$ cat src/rtl/decoder_pkg.sv
// Shared encodings and width helper for the sequenced one-hot decoder.
package decoder_pkg;

  typedef enum logic [1:0] {
    MODE_DIRECT = 2'b00,
    MODE_PULSE  = 2'b01,
    MODE_SCAN   = 2'b10,
    MODE_RSVD   = 2'b11
  } mode_e;

  typedef enum logic [1:0] {
    ST_IDLE  = 2'b00,
    ST_PULSE = 2'b01,
    ST_SCAN  = 2'b10
  } state_e;

  function automatic int unsigned out_w(input int unsigned in_w);
    return 32'd1 << in_w;
  endfunction

endpackage

$ cat src/rtl/decoder_seq_n_onehot_dec.sv
// Combinational IN_W-to-2^IN_W one-hot decoder with enable; registered by the parent.
module onehot_dec
  import decoder_pkg::*;
#(
  parameter int unsigned IN_W = 4
) (
  input  logic                     en,
  input  logic [IN_W-1:0]          sel,
  output logic [out_w(IN_W)-1:0]   dec
);

  always_comb begin
    dec = '0;
    if (en) dec[sel] = 1'b1;
  end

endmodule

$ cat src/rtl/decoder_seq_n.sv
// Registered one-hot decoder with DIRECT, PULSE (single dwell) and SCAN (full sweep) modes.
module decoder_seq_n
  import decoder_pkg::*;
#(
  parameter int unsigned IN_W    = 4,
  parameter int unsigned DWELL_W = 8
) (
  input  logic                    clk,
  input  logic                    rst_n,
  input  logic                    enable,
  input  logic [1:0]              mode,
  input  logic [IN_W-1:0]         in,
  input  logic [DWELL_W-1:0]      dwell,
  input  logic                    start,
  output logic [out_w(IN_W)-1:0]  out,
  output logic [IN_W-1:0]         index,
  output logic                    busy,
  output logic                    done
);

  localparam int unsigned OUT_W = out_w(IN_W);

  state_e             state, state_n;
  logic [DWELL_W-1:0] cnt, cnt_n;
  logic [DWELL_W-1:0] dwell_q, dwell_n;
  logic [IN_W-1:0]    idx_n;
  logic               en_n, busy_n, done_n;
  logic [OUT_W-1:0]   dec;

  // The decoder sees next-cycle index/enable so out, index and busy update together.
  onehot_dec #(.IN_W(IN_W)) u_dec (
    .en  (en_n),
    .sel (idx_n),
    .dec (dec)
  );

  always_comb begin
    state_n = state;
    cnt_n   = cnt;
    dwell_n = dwell_q;
    idx_n   = '0;
    en_n    = 1'b0;
    busy_n  = 1'b0;
    done_n  = 1'b0;
    case (state)
      ST_IDLE: begin
        if (enable) begin
          case (mode_e'(mode))
            MODE_DIRECT: begin
              idx_n = in;
              en_n  = 1'b1;
            end
            MODE_PULSE: begin
              if (start) begin
                state_n = ST_PULSE;
                cnt_n   = dwell;
                dwell_n = dwell;
                idx_n   = in;
                en_n    = 1'b1;
                busy_n  = 1'b1;
              end
            end
            MODE_SCAN: begin
              if (start) begin
                state_n = ST_SCAN;
                cnt_n   = dwell;
                dwell_n = dwell;
                en_n    = 1'b1;
                busy_n  = 1'b1;
              end
            end
            default: ;
          endcase
        end
      end
      ST_PULSE, ST_SCAN: begin
        if (!enable) begin
          state_n = ST_IDLE;
          cnt_n   = '0;
        end else if (cnt != '0) begin
          cnt_n  = cnt - 1'b1;
          idx_n  = index;
          en_n   = 1'b1;
          busy_n = 1'b1;
        end else if (state == ST_SCAN && index != '1) begin
          cnt_n  = dwell_q;
          idx_n  = index + 1'b1;
          en_n   = 1'b1;
          busy_n = 1'b1;
        end else begin
          state_n = ST_IDLE;
          done_n  = 1'b1;
        end
      end
      default: begin
        state_n = ST_IDLE;
        cnt_n   = '0;
      end
    endcase
  end

  always_ff @(posedge clk or negedge rst_n) begin
    if (!rst_n) begin
      state   <= ST_IDLE;
      cnt     <= '0;
      dwell_q <= '0;
      out     <= '0;
      index   <= '0;
      busy    <= 1'b0;
      done    <= 1'b0;
    end else begin
      state   <= state_n;
      cnt     <= cnt_n;
      dwell_q <= dwell_n;
      out     <= dec;
      index   <= idx_n;
      busy    <= busy_n;
      done    <= done_n;
    end
  end

endmodule

$ cat config.mk
export PLATFORM = sky130hd
export DESIGN_NAME = decoder_seq_n
export DESIGN_NICKNAME = d
export VERILOG_FILES = /design/src/rtl/decoder_pkg.sv /design/src/rtl/decoder_seq_n_onehot_dec.sv /design/src/rtl/decoder_seq_n.sv
export SDC_FILE = /design/constraint.sdc
export NUM_CORES = 1
export LEC_CHECK = 0
export ABC_AREA = 1
export CAP_MARGIN = 5
export CORE_MARGIN = 3
export CORE_UTILIZATION = 37
export DETAILED_ROUTE_END_ITERATION = 8
export PLACE_DENSITY = 0.6
export SYNTH_ARGS = -nofsm -noshare
export SYNTH_HDL_FRONTEND = slang
export SYNTH_HIERARCHICAL = 1
export SYNTH_SLANG_ARGS = --single-unit
$ cat constraint.sdc
create_clock -name clk -period 3.01 [get_ports clk]
set_input_delay 0.301 -clock clk [delete_from_list [all_inputs] [get_ports clk]]
set_output_delay 0.301 -clock clk [all_outputs]
set_load 0.1 [all_outputs]
== After elaboration in Yosys (flattened, before gate mapping) ==
Cells that the tools add are included.

* Input port bits: 18
* Bits in registers: 40
* Word-level logic and storage cells: 74

* $add $sub $neg: 2
* $lt $le $gt $ge: 2
* Equality and inequality tests: 14
* Reductions and logical operators: 10
* Mux-type cells: 39

{| class="wikitable"
|+ Operators with widths
! cell !! count
|-
| two-way mux 8 bit || 6
|-
| two-way mux 4 bit || 5
|-
| two-way mux 16 bit || 1
|-
| case mux 4 bit (2 select lines) || 2
|-
| case mux 8 bit (2 select lines) || 1
|-
| two-way mux 1 bit || 12
|-
| two-way mux 2 bit || 6
|-
| != test 3 bit (second input constant) || 4
|-
| != test 4 bit (second input constant) || 2
|-
| case mux 2 bit (2 select lines) || 2
|-
| AND reduction 4 bit || 2
|-
| nonzero test 8 bit || 1
|-
| subtractor 8 x 1 -> 8 bit (second input constant) || 1
|-
| != test 2 bit (second input constant) || 3
|-
| case mux 1 bit (2 select lines) || 3
|-
| AND reduction 6 bit || 1
|-
| < comparator 4 x 5 -> 1 bit (second input constant) || 1
|-
| adder 4 x 1 -> 4 bit (second input constant) || 1
|-
| demux 1 bit (select 4 bit) || 1
|-
| == test 2 x 1 -> 1 bit (second input constant) || 2
|-
| == test 2 bit (second input constant) || 2
|-
| >= comparator 4 x 1 -> 1 bit (second input constant) || 1
|-
| logical NOT 2 bit || 2
|-
| OR reduction 2 bit || 2
|-
| 2 further kinds || 3
|}

== Longest topological paths before layout ==
* Depth in word-level cells: 11
* Gate-level depth with buffers: 12
* Depth with buffers taken out: 12

== Modules after synthesis ==
The synthesis kept the hierarchy.

{| class="wikitable"
|+ Modules (own cells, without submodules)
! module !! cells each !! instances !! area an instance (um^2)
|-
| decoder_seq_n || 240 || 1 || 2058.2
|-
| onehot_dec || 33 || 1 || 140.1
|}

== Worst setup path after synthesis ==
No wires, ideal clock.

* Kind: register -> register
* From: register index[0]
* To: register out[0]
* Clock period less this slack: 2.490 ns
* Arrival: 2.417 ns
* Stages on the path, launching flop included: 10
* Slack: 0.520 ns
* Data required time: 2.938 ns
* Setup time: 0.072 ns
* Path through: dfrtp_1 -> ha_1 -> nand2_1 -> o21ai_1 -> nor2_1 -> o21ai_0 -> a21oi_1 -> nor2_1 -> nand2_1 -> nor2_1

* Word-level cells in the longest chain between the ends: 11
* Elaborated cells between the ends (all ways): 17
* Classes of those cells: 1 x add/sub; 2 x order compare; 1 x eq/ne; 11 x mux; 2 x reduce/logical

{| class="wikitable"
|+ RTL lines
! what !! line !! text
|-
| from (decl) || decoder_seq_n.sv:16 || <nowiki>output logic [IN_W-1:0] index,</nowiki>
|-
| from (signal assigned) || decoder_seq_n.sv:116 || <nowiki>index <= idx_n;</nowiki>
|-
| parallel branches: the longest is 3 deep, another holds adder 4 x 1 -> 4 bit || - ||
|-
| two-way mux 4 bit * || decoder_seq_n.sv:80 || <nowiki>end else if (cnt != '0) begin</nowiki>
|-
| two-way mux 4 bit * || decoder_seq_n.sv:77 || <nowiki>if (!enable) begin</nowiki>
|-
| case mux 4 bit (2 select lines) * || decoder_seq_n.sv:45 || <nowiki>case (state)</nowiki>
|-
| net idx_n[0] || decoder_seq_n.sv:26 || <nowiki>logic [IN_W-1:0] idx_n;</nowiki>
|-
| < comparator 4 x 5 -> 1 bit (not written as such) / >= comparator 4 x 1 -> 1 bit (equally long branches) || decoder_seq_n_onehot_dec.sv:14 || <nowiki>if (en) dec[sel] = 1'b1;</nowiki>
|-
| logical AND 1 bit (not written as such) || decoder_seq_n_onehot_dec.sv:14 ||
|-
| two-way mux 1 bit (not written as such) || decoder_seq_n_onehot_dec.sv:14 ||
|-
| demux 1 bit (select 4 bit) * || - ||
|-
| two-way mux 16 bit * || decoder_seq_n_onehot_dec.sv:14 ||
|-
| net dec[0] || decoder_seq_n.sv:28 || <nowiki>logic [OUT_W-1:0] dec;</nowiki>
|-
| to (signal assigned) || decoder_seq_n.sv:107 || <nowiki>out <= '0;</nowiki>
|-
| to (signal assigned) || decoder_seq_n.sv:115 || <nowiki>out <= dec;</nowiki>
|-
| to (decl) || decoder_seq_n.sv:15 || <nowiki>output logic [out_w(IN_W)-1:0] out,</nowiki>
|}

Mark *: on every way through the listed nets, which the timed path passes.
A chain may end at the register's enable or synchronous reset.

== Worst setup path in the final report ==
* From: register cnt[0]
* To: register out[6]

* Word-level cells in the longest chain between the ends: 9
* Elaborated cells between the ends (all ways): 13
* Classes of those cells: 2 x order compare; 9 x mux; 2 x reduce/logical

{| class="wikitable"
|+ RTL lines
! what !! line !! text
|-
| from (decl) || decoder_seq_n.sv:24 || <nowiki>logic [DWELL_W-1:0] cnt, cnt_n;</nowiki>
|-
| from (signal assigned) || decoder_seq_n.sv:113 || <nowiki>cnt <= cnt_n;</nowiki>
|-
| nonzero test 8 bit * || decoder_seq_n.sv:80 ||
|-
| two-way mux 4 bit * || decoder_seq_n.sv:80 ||
|-
| two-way mux 4 bit * || decoder_seq_n.sv:77 ||
|-
| case mux 4 bit (2 select lines) * || decoder_seq_n.sv:45 ||
|-
| net idx_n[0] || decoder_seq_n.sv:26 ||
|-
| < comparator 4 x 5 -> 1 bit (not written as such) / >= comparator 4 x 1 -> 1 bit (equally long branches) || decoder_seq_n_onehot_dec.sv:14 ||
|-
| logical AND 1 bit (not written as such) || decoder_seq_n_onehot_dec.sv:14 ||
|-
| two-way mux 1 bit (not written as such) || decoder_seq_n_onehot_dec.sv:14 ||
|-
| demux 1 bit (select 4 bit) * || - ||
|-
| two-way mux 16 bit * || decoder_seq_n_onehot_dec.sv:14 ||
|-
| net dec[6] || decoder_seq_n.sv:28 ||
|}

The timed path passes the listed nets; every way through them passes the cells marked *.

==> impl_summary.md <==
Routing
The routed wire length is 5020 µm. In this run the remaining antenna-violating nets after routing total 0. The detailed router placed 1823 vias in this run. The number of DRC violations after detailed-routing iteration 0 is 66. After detailed routing, the number of vias per cell comes to 4.69. The average wire length per cell after detail routing is 12.9 µm. The number of iterations in the first detailed-routing pass is 4. In the routed design, unresolved DRC markers number 0.

Power and ir drop
The combinational share of power is 51.3%. The power per unit of standard cell area is 917 mW/mm². The cell internal power dissipation is 1.33 mW. The switching share of total power is 47.2%. Summing internal, switching and leakage power gives 2.53 mW. The analysis attributes to net switching a power of 1.19 mW. The part of the total power dissipated in sequential elements is 30.9%. The leakage power figure is 1.38 nW. The share of total power dissipated in the clock network is 17.8%.

The worst voltage drop across the vdd grid is 0.453 mV.

Worst setup path
Walking the worst path, the cells encountered are inv_1, ha_1, nand3_2, nor2_8, nand2_4, nor2_1, o21ai_0, a21oi_1, inv_1, nand3_1, nor2_1. The endpoint required time on the critical path is 3.20 ns. The startpoint identified for the worst register-to-register timing path is cnt[0].

Along the worst path, the maximum fanout reaches 12. The nature of the critical path endpoint is a flop. The worst setup path is launched from a flop. STA puts the critical path data arrival time at 2.54 ns.

In this design, the stage delay of the slowest critical-path cell is 0.45 ns. The number of buffers and inverters on the critical path is 2. On the critical path the largest part of the delay comes from simple AND/OR/NAND/NOR gates. The slowest library cell on the worst path is a21oi_1. The critical path starts at cnt[0]. The worst setup path is of the reg2reg kind.

Clocking
The clock net sink count is 40. The number of hold-repair buffers added at the cts stage is 0. Post-CTS timing repair inserted 0 buffers for setup. Gates resized during post-CTS repair numbered 0. The clock tree buffer depth is 2. The clock root buffer is clkbuf_8. The CTS tree is built.

The clock reaches the later pin of the worst-skew pair after 0.29 ns. In this run the number of H-tree levels came out at 2. The total clock buffers created by CTS is 5. The CTS clock-pin slew for the worst setup and hold paths is 0.09 ns.

GRT
The number of global-route vias before repair was 1743. The overall track demand over capacity in global routing is 15.2%. The leftover overflow at the end of global routing is 0. The number of antenna violations at the first check in global routing was 0.

Entering global routing, the biggest net connects 41 pins. The global-route wire length before repair is 8560 µm.

Final layout
Once layout is complete, the utilization of the core stands at 48.9%. The net count of the finished layout is 344. The finished cells cover 0.00276 mm². 0 antenna diodes ended up in the layout. The commonest non-fill, non-tap cell in the layout is nand2_1. In the layout the commonest cells are nand2_1 (98), dfrtp_1 (40), clkdlybuf4s50_1 (33). Once layout is complete, the cells apart from fillers number 389.

The relative area change from synthesis to final layout is 25.4%. The proportion of layout cells with a drive suffix above 1 is 12.3%.

Die
The area of the core is 0.00564 mm². The effective utilization at floorplan is 39.0%. The number of top-level pins is 40.

The standard-cell row count is 27. The die covers 0.00690 mm². The height of the chip is 83.1 µm. In this run the horizontal extent of the chip is 83.1 µm.

STA
The period utilization is 78.2%. The final number of hold-violating endpoints is 0. Measured against its own limit, the worst slew margin works out to 34.5%. The highest clock rate is 0.425 GHz. The max-slew violation total from the final report was 0. Setup repair after global routing left no endpoint under its margin. Setup slack on the critical path of the routed design comes to 0.657 ns. The final hold slack is 0.134 ns. The number of failing setup endpoints in the final timing report is 0. The clock arrives with 0.0107 ns of skew. The post-layout minimum cycle time is 2.35 ns. Setup total negative slack on the finished layout was measured at 0 ns. The worst-margin pin slew is 0.979 ns.

Flow run
The number of max-capacitance violations reported is 0.

Logic synthesis
The share of synthesized registers carrying an async set or reset is 100%. The number of nets in the synthesized netlist is 301. The distinct cell type count after synthesis is 28. A synthesized cell averages 8.05 µm². In this run the cell area of the synthesized design comes to 0.00220 mm². The synthesized design contains 0 enable-type register cells. The synthesized design contains 40 register bits.

Synthesis handed over a netlist of 273 instances. For this run, the number of Yosys warnings is 6. Of the synthesized area, sequential elements account for 45.5%. The dominant register cell in the synthesized netlist is dfrtp_1.

Place
The placed instance count is 381. The wire-length estimate of the detail-placed layout is 3730 µm. The weighted congestion at the end of routability-driven global placement is 0.862. The count of input and output buffers is 39. The post-place setup slack is 0.539 ns. Summing all placed instances gives a cell area of 0.00264 mm².

Worst hold path
The class of the most critical hold timing path is in2async.

Outcome
The run finished with clean final reports.
[logic make-up after synthesis]
kind of cell | share of synthesized area [%]
buf+inv | 6.77
fa+ha+maj | 5.69
xor+xnor | 0.398
simple gates | 32.2
mux | 2.56
flops | 45.5
compound gates | 6.83
[routing by layer]
layer,GRT usage [%],vias up,routed length (µm),part of all wire [%]
li1,-,935,-,-
met1,22.3,859,2570,51
met2,22.6,27,2260,45
met3,3.17,2,157,3.1
met4,4.46,0,34,0.68
met5,0,-,0,0
[cell usage after synthesis (2+ instances only)]
cell / instances / share of area (%)
nand2_4: 3 / 1.5
o21ai_0: 8 / 1.8
mux2_2: 5 / 2.6
o211ai_1: 2 / 0.68
inv_2: 2 / 0.34
inv_1: 26 / 4.4
nor2_2: 2 / 0.57
dfrtp_1: 40 / 46
o21ai_1: 7 / 1.6
ha_1: 10 / 5.7
nor2_1: 30 / 5.1
nand3_1: 14 / 3.2
nand2_1: 98 / 17
nand3_2: 3 / 1.4
nand3b_1: 2 / 0.68
buf_4: 2 / 0.68
a21oi_1: 7 / 1.6
nor2_4: 2 / 1.0
[final cells by class]
cell class                 instances  area (µm²)
tap                               72        90.1
clock buffer                       5        68.8
clock inverter                     3        47.5
fill                             571        2880
sequential                        40        1000
multi-input combinational        199        1050
inverter                          29         114
timing repair buffer              41         388
[final timing paths]
| path | to | slack, ns | depth (start not counted) |
|---|---|---|---|
| max in group asynchronous | dwell_q[6] | 2.29 | 1 |
| min reg2reg | dwell_q[5] | 0.51 | 1 |
| min | cnt[2] | 0.13 | 1 |
| min in group clk | dwell_q[5] | 0.51 | 1 |
| max | out[6] | 0.66 | 11 |
| max reg2reg | out[6] | 0.66 | 11 |
[sequential cells by signal, indices dropped and copies added, names as in the netlist]
register,cells
out,16
dwell_q,8
busy,1
cnt,8
done,1
state,2
index,4
[power by group through the flow]
stage	clock, mW	sequential [mW]	combinational, mW
CTS	0.461	0.780	1.30
global placement	0	0.786	1.30
global route	0.487	0.800	1.46
floorplan	0	0.946	0.854
finish	0.451	0.781	1.30
detailed placement	0	0.787	1.30
Note: power is estimated with default switching activity, not from simulation.
